==> src/rtl/sync_fifo_ctrl.sv <==
// Pointer, count and flag controller for a synchronous FIFO.
// It drives an external dual-port RAM that has a registered, 1-cycle read port.
module sync_fifo_ctrl #(
  parameter int DATA_WIDTH   = 32,
  parameter int ADDR_WIDTH   = 14,
  parameter int AFULL_THRESH = 2**14-4
) (
  input  logic                  clk,
  input  logic                  rst,
  input  logic                  wr_en,
  input  logic [DATA_WIDTH-1:0] wr_data,
  output logic                  full,
  output logic                  almost_full,
  input  logic                  rd_en,
  output logic [DATA_WIDTH-1:0] rd_data,
  output logic                  rd_valid,
  output logic                  empty,
  output logic [ADDR_WIDTH:0]   count,
  output logic                  overflow,
  output logic                  underflow,
  output logic                  ram_w_ena,
  output logic [ADDR_WIDTH-1:0] ram_w_addr,
  output logic [DATA_WIDTH-1:0] ram_w_data,
  output logic                  ram_r_ena,
  output logic [ADDR_WIDTH-1:0] ram_r_addr,
  input  logic [DATA_WIDTH-1:0] ram_r_data
);

  localparam int                DEPTH   = 2**ADDR_WIDTH;
  localparam logic [ADDR_WIDTH:0] DEPTH_C = (ADDR_WIDTH+1)'(DEPTH);
  localparam logic [ADDR_WIDTH:0] AFULL_C = (ADDR_WIDTH+1)'(AFULL_THRESH);
  localparam logic [ADDR_WIDTH:0] ONE     = (ADDR_WIDTH+1)'(1);

  logic [ADDR_WIDTH:0] wr_ptr_q, wr_ptr_d;
  logic [ADDR_WIDTH:0] rd_ptr_q, rd_ptr_d;
  logic [ADDR_WIDTH:0] count_q, count_d;
  logic                rd_valid_q, rd_valid_d;
  logic                overflow_q, overflow_d;
  logic                underflow_q, underflow_d;
  logic                push_ok, pop_ok;

  // Flags come only from the count register, so they never see wr_en/rd_en.
  assign full        = (count_q == DEPTH_C);
  assign empty       = (count_q == '0);
  assign almost_full = (count_q >= AFULL_C);
  assign count       = count_q;

  // Reset also blocks the RAM strobes so nothing reaches the memory that cycle.
  assign push_ok = wr_en & ~full & ~rst;
  assign pop_ok  = rd_en & ~empty & ~rst;

  assign ram_w_ena  = push_ok;
  assign ram_w_addr = wr_ptr_q[ADDR_WIDTH-1:0];
  assign ram_w_data = wr_data;
  assign ram_r_ena  = pop_ok;
  assign ram_r_addr = rd_ptr_q[ADDR_WIDTH-1:0];

  assign rd_data   = ram_r_data;
  assign rd_valid  = rd_valid_q;
  assign overflow  = overflow_q;
  assign underflow = underflow_q;

  always_comb begin
    wr_ptr_d    = push_ok ? wr_ptr_q + ONE : wr_ptr_q;
    rd_ptr_d    = pop_ok  ? rd_ptr_q + ONE : rd_ptr_q;
    rd_valid_d  = pop_ok;
    overflow_d  = wr_en & full;
    underflow_d = rd_en & empty;
    case ({push_ok, pop_ok})
      2'b10:   count_d = count_q + ONE;
      2'b01:   count_d = count_q - ONE;
      default: count_d = count_q;
    endcase
  end

  always_ff @(posedge clk) begin
    if (rst) begin
      wr_ptr_q    <= '0;
      rd_ptr_q    <= '0;
      count_q     <= '0;
      rd_valid_q  <= 1'b0;
      overflow_q  <= 1'b0;
      underflow_q <= 1'b0;
    end else begin
      wr_ptr_q    <= wr_ptr_d;
      rd_ptr_q    <= rd_ptr_d;
      count_q     <= count_d;
      rd_valid_q  <= rd_valid_d;
      overflow_q  <= overflow_d;
      underflow_q <= underflow_d;
    end
  end

endmodule
==> config.mk <==
export PLATFORM = sky130hd
export DESIGN_NAME = sync_fifo_ctrl
export DESIGN_NICKNAME = d
export VERILOG_FILES = /design/src/rtl/sync_fifo_ctrl.sv
export SDC_FILE = /design/constraint.sdc
export NUM_CORES = 1
export LEC_CHECK = 0
export ABC_CLOCK_PERIOD_IN_PS = 3700
export CELL_PAD_IN_SITES_DETAIL_PLACEMENT = 0
export CELL_PAD_IN_SITES_GLOBAL_PLACEMENT = 1
export CORE_MARGIN = 8
export CORE_UTILIZATION = 24
export DETAILED_ROUTE_END_ITERATION = 10
export GPL_ROUTABILITY_DRIVEN = 0
export GPL_TIMING_DRIVEN = 0
export PLACE_DENSITY_LB_ADDON = 0.1
export SYNTH_ARGS = -nofsm -noshare
export SYNTH_HDL_FRONTEND = slang
export SYNTH_SLANG_ARGS = --single-unit
export TNS_END_PERCENT = 20
==> constraint.sdc <==
create_clock -name clk -period 3.7 [get_ports clk]
set_input_delay 0.555 -clock clk [delete_from_list [all_inputs] [get_ports clk]]
set_output_delay 0.555 -clock clk [all_outputs]
set_load 0.03 [all_outputs]
* Yosys cells after proc, flatten, opt, wreduce, memory -nomap -nowiden
Index checks and enable logic that the tools add are counted.
Operators by class: div/mod/pow operators 0, add/subtract/negate cells 4, eq/ne operators 3, shift operators 0, multiplexer cells 1, multipliers 0, reductions and logical operators 2, magnitude comparators 1, bitwise gates (word level) 9
Operators by type and width (count):
- 15-bit by 1-bit adder with 15-bit output, second input constant | 3
- 15-bit one-hot mux with 2 select lines | 1
- 15-bit equality test, second input constant | 1
- 15-bit by 14-bit greater-or-equal comparator with 1-bit output, second input constant | 1
- 15-bit logical NOT | 1
- 15-bit by 1-bit subtractor with 15-bit output, second input constant | 1
- 1-bit AND | 6
- 1-bit inverter | 3
- 2-bit by 1-bit equality test with 1-bit output, second input constant | 1
- 2-bit equality test, second input constant | 1
- 2-bit nonzero test | 1
Word-level totals: bits in latches 0, memories 0, memory bits (read-only) 0, RAM bits 0, logic and storage cells 26, register bits after elaboration 48

* Logic depth before layout (Yosys ltp)
word-level depth 6, gate-level depth with buffers 13

* Worst setup path before layout
OpenSTA, ideal clock, no wires.
kind register to register, start point reg count_q[0], in the netlist count[0], end point reg count_q[14], in the netlist count[14], cell stages (with the launch flop) 13, slack -373 ps, arrival 3952 ps, setup time 121 ps, buffers on the path 1, cell sequence dfxtp_1 nor4_1 and4_1 a21oi_1 ha_1 ha_1 clkbuf_1 a21o_1 nor2b_1 a2111oi_0 o31ai_1 mux2i_1 mux2_2
Between the ends: word-level cells in the longest chain between the ends 6, elaborated cells between the ends (all ways) 14, classes of those cells add/sub (2); eq/ne (3); mux (1); bitwise (6); reduce/logical (2)
Ends and longest elaborated chain:
- from (decl) | RTL line 36 | logic [ADDR_WIDTH:0] count_q, count_d;
- from (signal assigned) | RTL line 87 | count_q <= count_d;
- 15-bit logical NOT (*) | RTL line 44 | assign empty = (count_q == '0);
- 1-bit inverter (*) | RTL line 50 | assign pop_ok = rd_en & ~empty & ~rst;
- 1-bit AND (*) (2 in a row) | RTL line 50
- net ram_r_ena | RTL line 24 | output logic ram_r_ena,
- 2-bit by 1-bit equality test with 1-bit output or 2-bit equality test (tied branches) | RTL line 69 | case ({push_ok, pop_ok})
- 15-bit one-hot mux with 2 select lines or 2-bit nonzero test (tied branches)
Mark *: on every way through the listed nets, which the timed path passes. The rest lies on a longest branch. A chain may end at the register's enable or synchronous reset.

* Worst setup path in the final report
start point in wr_en, end point reg count_q[14], in the netlist count[14]
Between the ends: word-level cells in the longest chain between the ends 4, elaborated cells between the ends (all ways) 6, classes of those cells eq/ne (2); mux (1); bitwise (2); reduce/logical (1)
Ends and longest elaborated chain:
- from (decl) | RTL line 10 | input logic wr_en,
- 1-bit AND (*) (2 in a row) | RTL line 49 | assign push_ok = wr_en & ~full & ~rst;
- 2-bit by 1-bit equality test with 1-bit output or 2-bit equality test (tied branches) | RTL line 69
- 15-bit one-hot mux with 2 select lines or 2-bit nonzero test (tied branches)
Every way passes the cells marked *; elsewhere a longest branch is shown, timed or not.

==> flow_metrics.tcl <==
set metrics [dict create \
    grt_max_degree 13 \
    ys_seq_area_share_pct 29.7 \
    netlist_area_um2 3100 \
    start_util_pct 24.5 \
    layout.nets 598 \
    timing.final.crit_share_pct 94.9 \
    layout_commonest_cell "clkdlybuf4s50_1" \
    synth-main-ff-cell "dfxtp_1" \
    clock_path_buffers 2 \
    antenna_cells 0 \
    hold_viol_final 0 \
    crit_family "buffers and inverters" \
    die_w_um 130 \
    endpoint_kind "flop" \
    async_reset_ff_share_pct 0 \
    path_cells "clkdlybuf4s50_1 -> o21ai_4 -> or2_2 -> ha_4 -> buf_4 -> ha_1 -> a211oi_2 -> o21ai_1 -> nand2_1 -> o31ai_2 -> mux2i_1 -> mux2_2" \
    grt_pass1_wl_mm 15.6 \
    num_vias 2991 \
    finClkSkew_ns 0.00532 \
    critPathMaxStageDelay_ns 0.59 \
    syn-num-nets 468 \
    cts_tree "yes" \
    cap_violations 0 \
    grt_overflow 0 \
    grt_antenna_before_repair 0 \
    cts-hold-fix-buffers 0 \
    clk_latency_ns 0.28 \
    startpoint "wr_en" \
    slew_viol_final 0 \
    crit_fanout 8 \
    area_growth_pct 53.4 \
    crit_required_ns 3.88 \
    slew_headroom_pct 62.8 \
    fillers 1324 \
    hold_class "flop to flop" \
    port_buffers 118 \
    min_period_ns 3.51 \
    place_area_um2 4510 \
    grt_util_all_layers_pct 11.7 \
    die_height_um 130 \
    syn_inst 383 \
    syn_avg_cell_area_um2 8.08 \
    fin_hold_ws_ns 0.487 \
    cts_buffers 5 \
    firstDrtPassIters 4 \
    fmax_mhz 285 \
    via_per_inst 4.37 \
    final_antenna_net_count 0 \
    crit_buf_inv 2 \
    vdd.ir_drop.worst_v 0.000259 \
    grt_pass1_vias 2967 \
    cts_sinks 46 \
    cts_htree_levels 2 \
    yosys.area.top_type_share_pct 29.7 \
    fin_ws_ns 0.188 \
    totalWireLength_mm 10.3 \
    worstPathArrival_ns 3.69 \
    setup-violations-final 0 \
    ys_ff_latch 46 \
    startpoint_type "input port" \
    synth_edf_count 0 \
    rsz0062_at_grt "true" \
    synth_area_leaders "dfxtp_1, buf_4, ha_1" \
    wl_per_cell_um 15.0 \
    yosys.area.top_type "dfxtp_1" \
    design.core.area_um2 12600 \
    final_area_um2 4750 \
    drc 0 \
    tightest_slew_ns 0.558 \
    clkTransAtPathRegs_ns 0.06 \
    p_per_area_nw_per_um2 589 \
    ys_types 50 \
    yosysWarningCount 0 \
    cts_root_buf "clkbuf_16" \
    hp-start "wr_ptr_q[13]$_SDFFE_PP0P_" \
    final_layout_size_suffix_gt1_share_pct 18.9 \
    leakage_nw 1.85 \
    place_ws_ns -0.609 \
    instances_no_fill 685 \
    critical_path_class "input port to flop" \
    placedCellCount 673 \
    die_area_um2 16800 \
    drt-initial-drc-count 121 \
    io_pins 183 \
    r2r-start "count[9]$_SDFFE_PP0P_" \
    cp_slowest_cell "clkdlybuf4s50_1" \
    rows 41 \
    layout_common_cells "clkdlybuf4s50_1, buf_4, dfxtp_1" \
    dpl.hpwl_mm 8.31 \
    status "finished clean" \
]
kinds of logic after synthesis:
group,count (synthesis),share of synthesized area [%]
AO/OA/AOI/OAI,60,12.6
multiplexers,5,1.66
adder cells (fa/ha/maj),17,7.11
AND/OR/NAND/NOR,139,22.6
buffers and inverters,88,18.4
flip-flops,46,29.7
XOR/XNOR,28,7.92
final cells by class:
class | instances | area [um2] | area share, %
Multi-Input combinational cell | 249 | 1690 | 35.6
Timing Repair Buffer | 123 | 1220 | 25.6
Sequential cell | 46 | 921 | 19.4
Buffer | 74 | 519 | 10.9
Tap cell | 172 | 215 | 4.53
Clock buffer | 7 | 133 | 2.79
Inverter | 14 | 52.6 | 1.11
worst paths after layout:
kind                                                  end  slack (ns)  depth (start not counted)
worst min-delay path            wr_ptr_q[13]$_SDFFE_PP0P_        0.49                          2
worst min register to register  wr_ptr_q[13]$_SDFFE_PP0P_        0.49                          2
worst max register to register     count[13]$_SDFFE_PP0P_        0.27                         13
worst max-delay path               count[14]$_SDFFE_PP0P_        0.19                         12
through the flow:
stage / power [mW] / utilization, % / setup TNS (ns)
after global routing: 2.99 / 37.6 / -0.0318
after floorplan: 1.68 / - / 0
after global placement: 2.20 / 35.7 / -2.47
after CTS: 2.80 / 37.5 / 0
after detailed placement: 2.22 / 35.7 / -2.88
final: 2.80 / 37.6 / 0
flip-flops by register name, indices dropped and copies added (netlist names):
name / cells
count: 15
overflow: 1
rd_ptr_q: 14
rd_valid: 1
underflow: 1
wr_ptr_q: 14
worst reg2reg max path, stage by stage, from the launching register on:
cell     delay [ns]
dfxtp_1        0.39
nor4_4         0.33
nand4_1        0.13
buf_4          0.17
o21ai_4        0.13
or2_2          0.17
ha_4           0.23
buf_4          0.21
ha_1           0.30
a21oi_1        0.28
o21ai_0        0.25
a41oi_2        0.33
nor4b_1        0.31
nor3_1         0.09
Yosys cell counts, types with 2 or more instances:
master	instances
dfxtp_1	46
a41oi_1	2
xnor2_1	19
nor4b_1	2
buf_1	3
a21oi_1	22
a211o_1	2
o21bai_1	3
clkbuf_1	7
inv_1	13
nor2_1	43
nor2b_1	3
a31oi_1	2
nor3_1	14
o22ai_1	2
or3_1	6
mux2i_1	4
a21o_1	2
and4_1	2
nand2_1	34
buf_4	64
ha_1	16
nand4_1	10
nor4_1	5
or2_2	2
xor2_1	9
nand3_1	10
o31ai_1	2
o21ai_0	13
routing by layer:
metal  part of all wire (%)  GRT usage, %  routed length, um
met1                     42          13.9               4340
met2                     47          19.9               4860
met5                      0             0                  0
met4                    1.7          3.83                172
met3                    8.7          3.29                893
where the power goes:
group	internal, mW	switching (mW)	total, mW
Clock	0.247	0.182	0.430
Combinational	0.688	0.991	1.68
Sequential	0.566	0.120	0.686
repair_timing:
action	CTS	global route
endpoints found under the hold margin	0	0
endpoints found under the setup margin	10	3
pin swaps	3	2
resized for setup	11	5
buffers inserted	5	0
(Power assumes the default switching activity.)
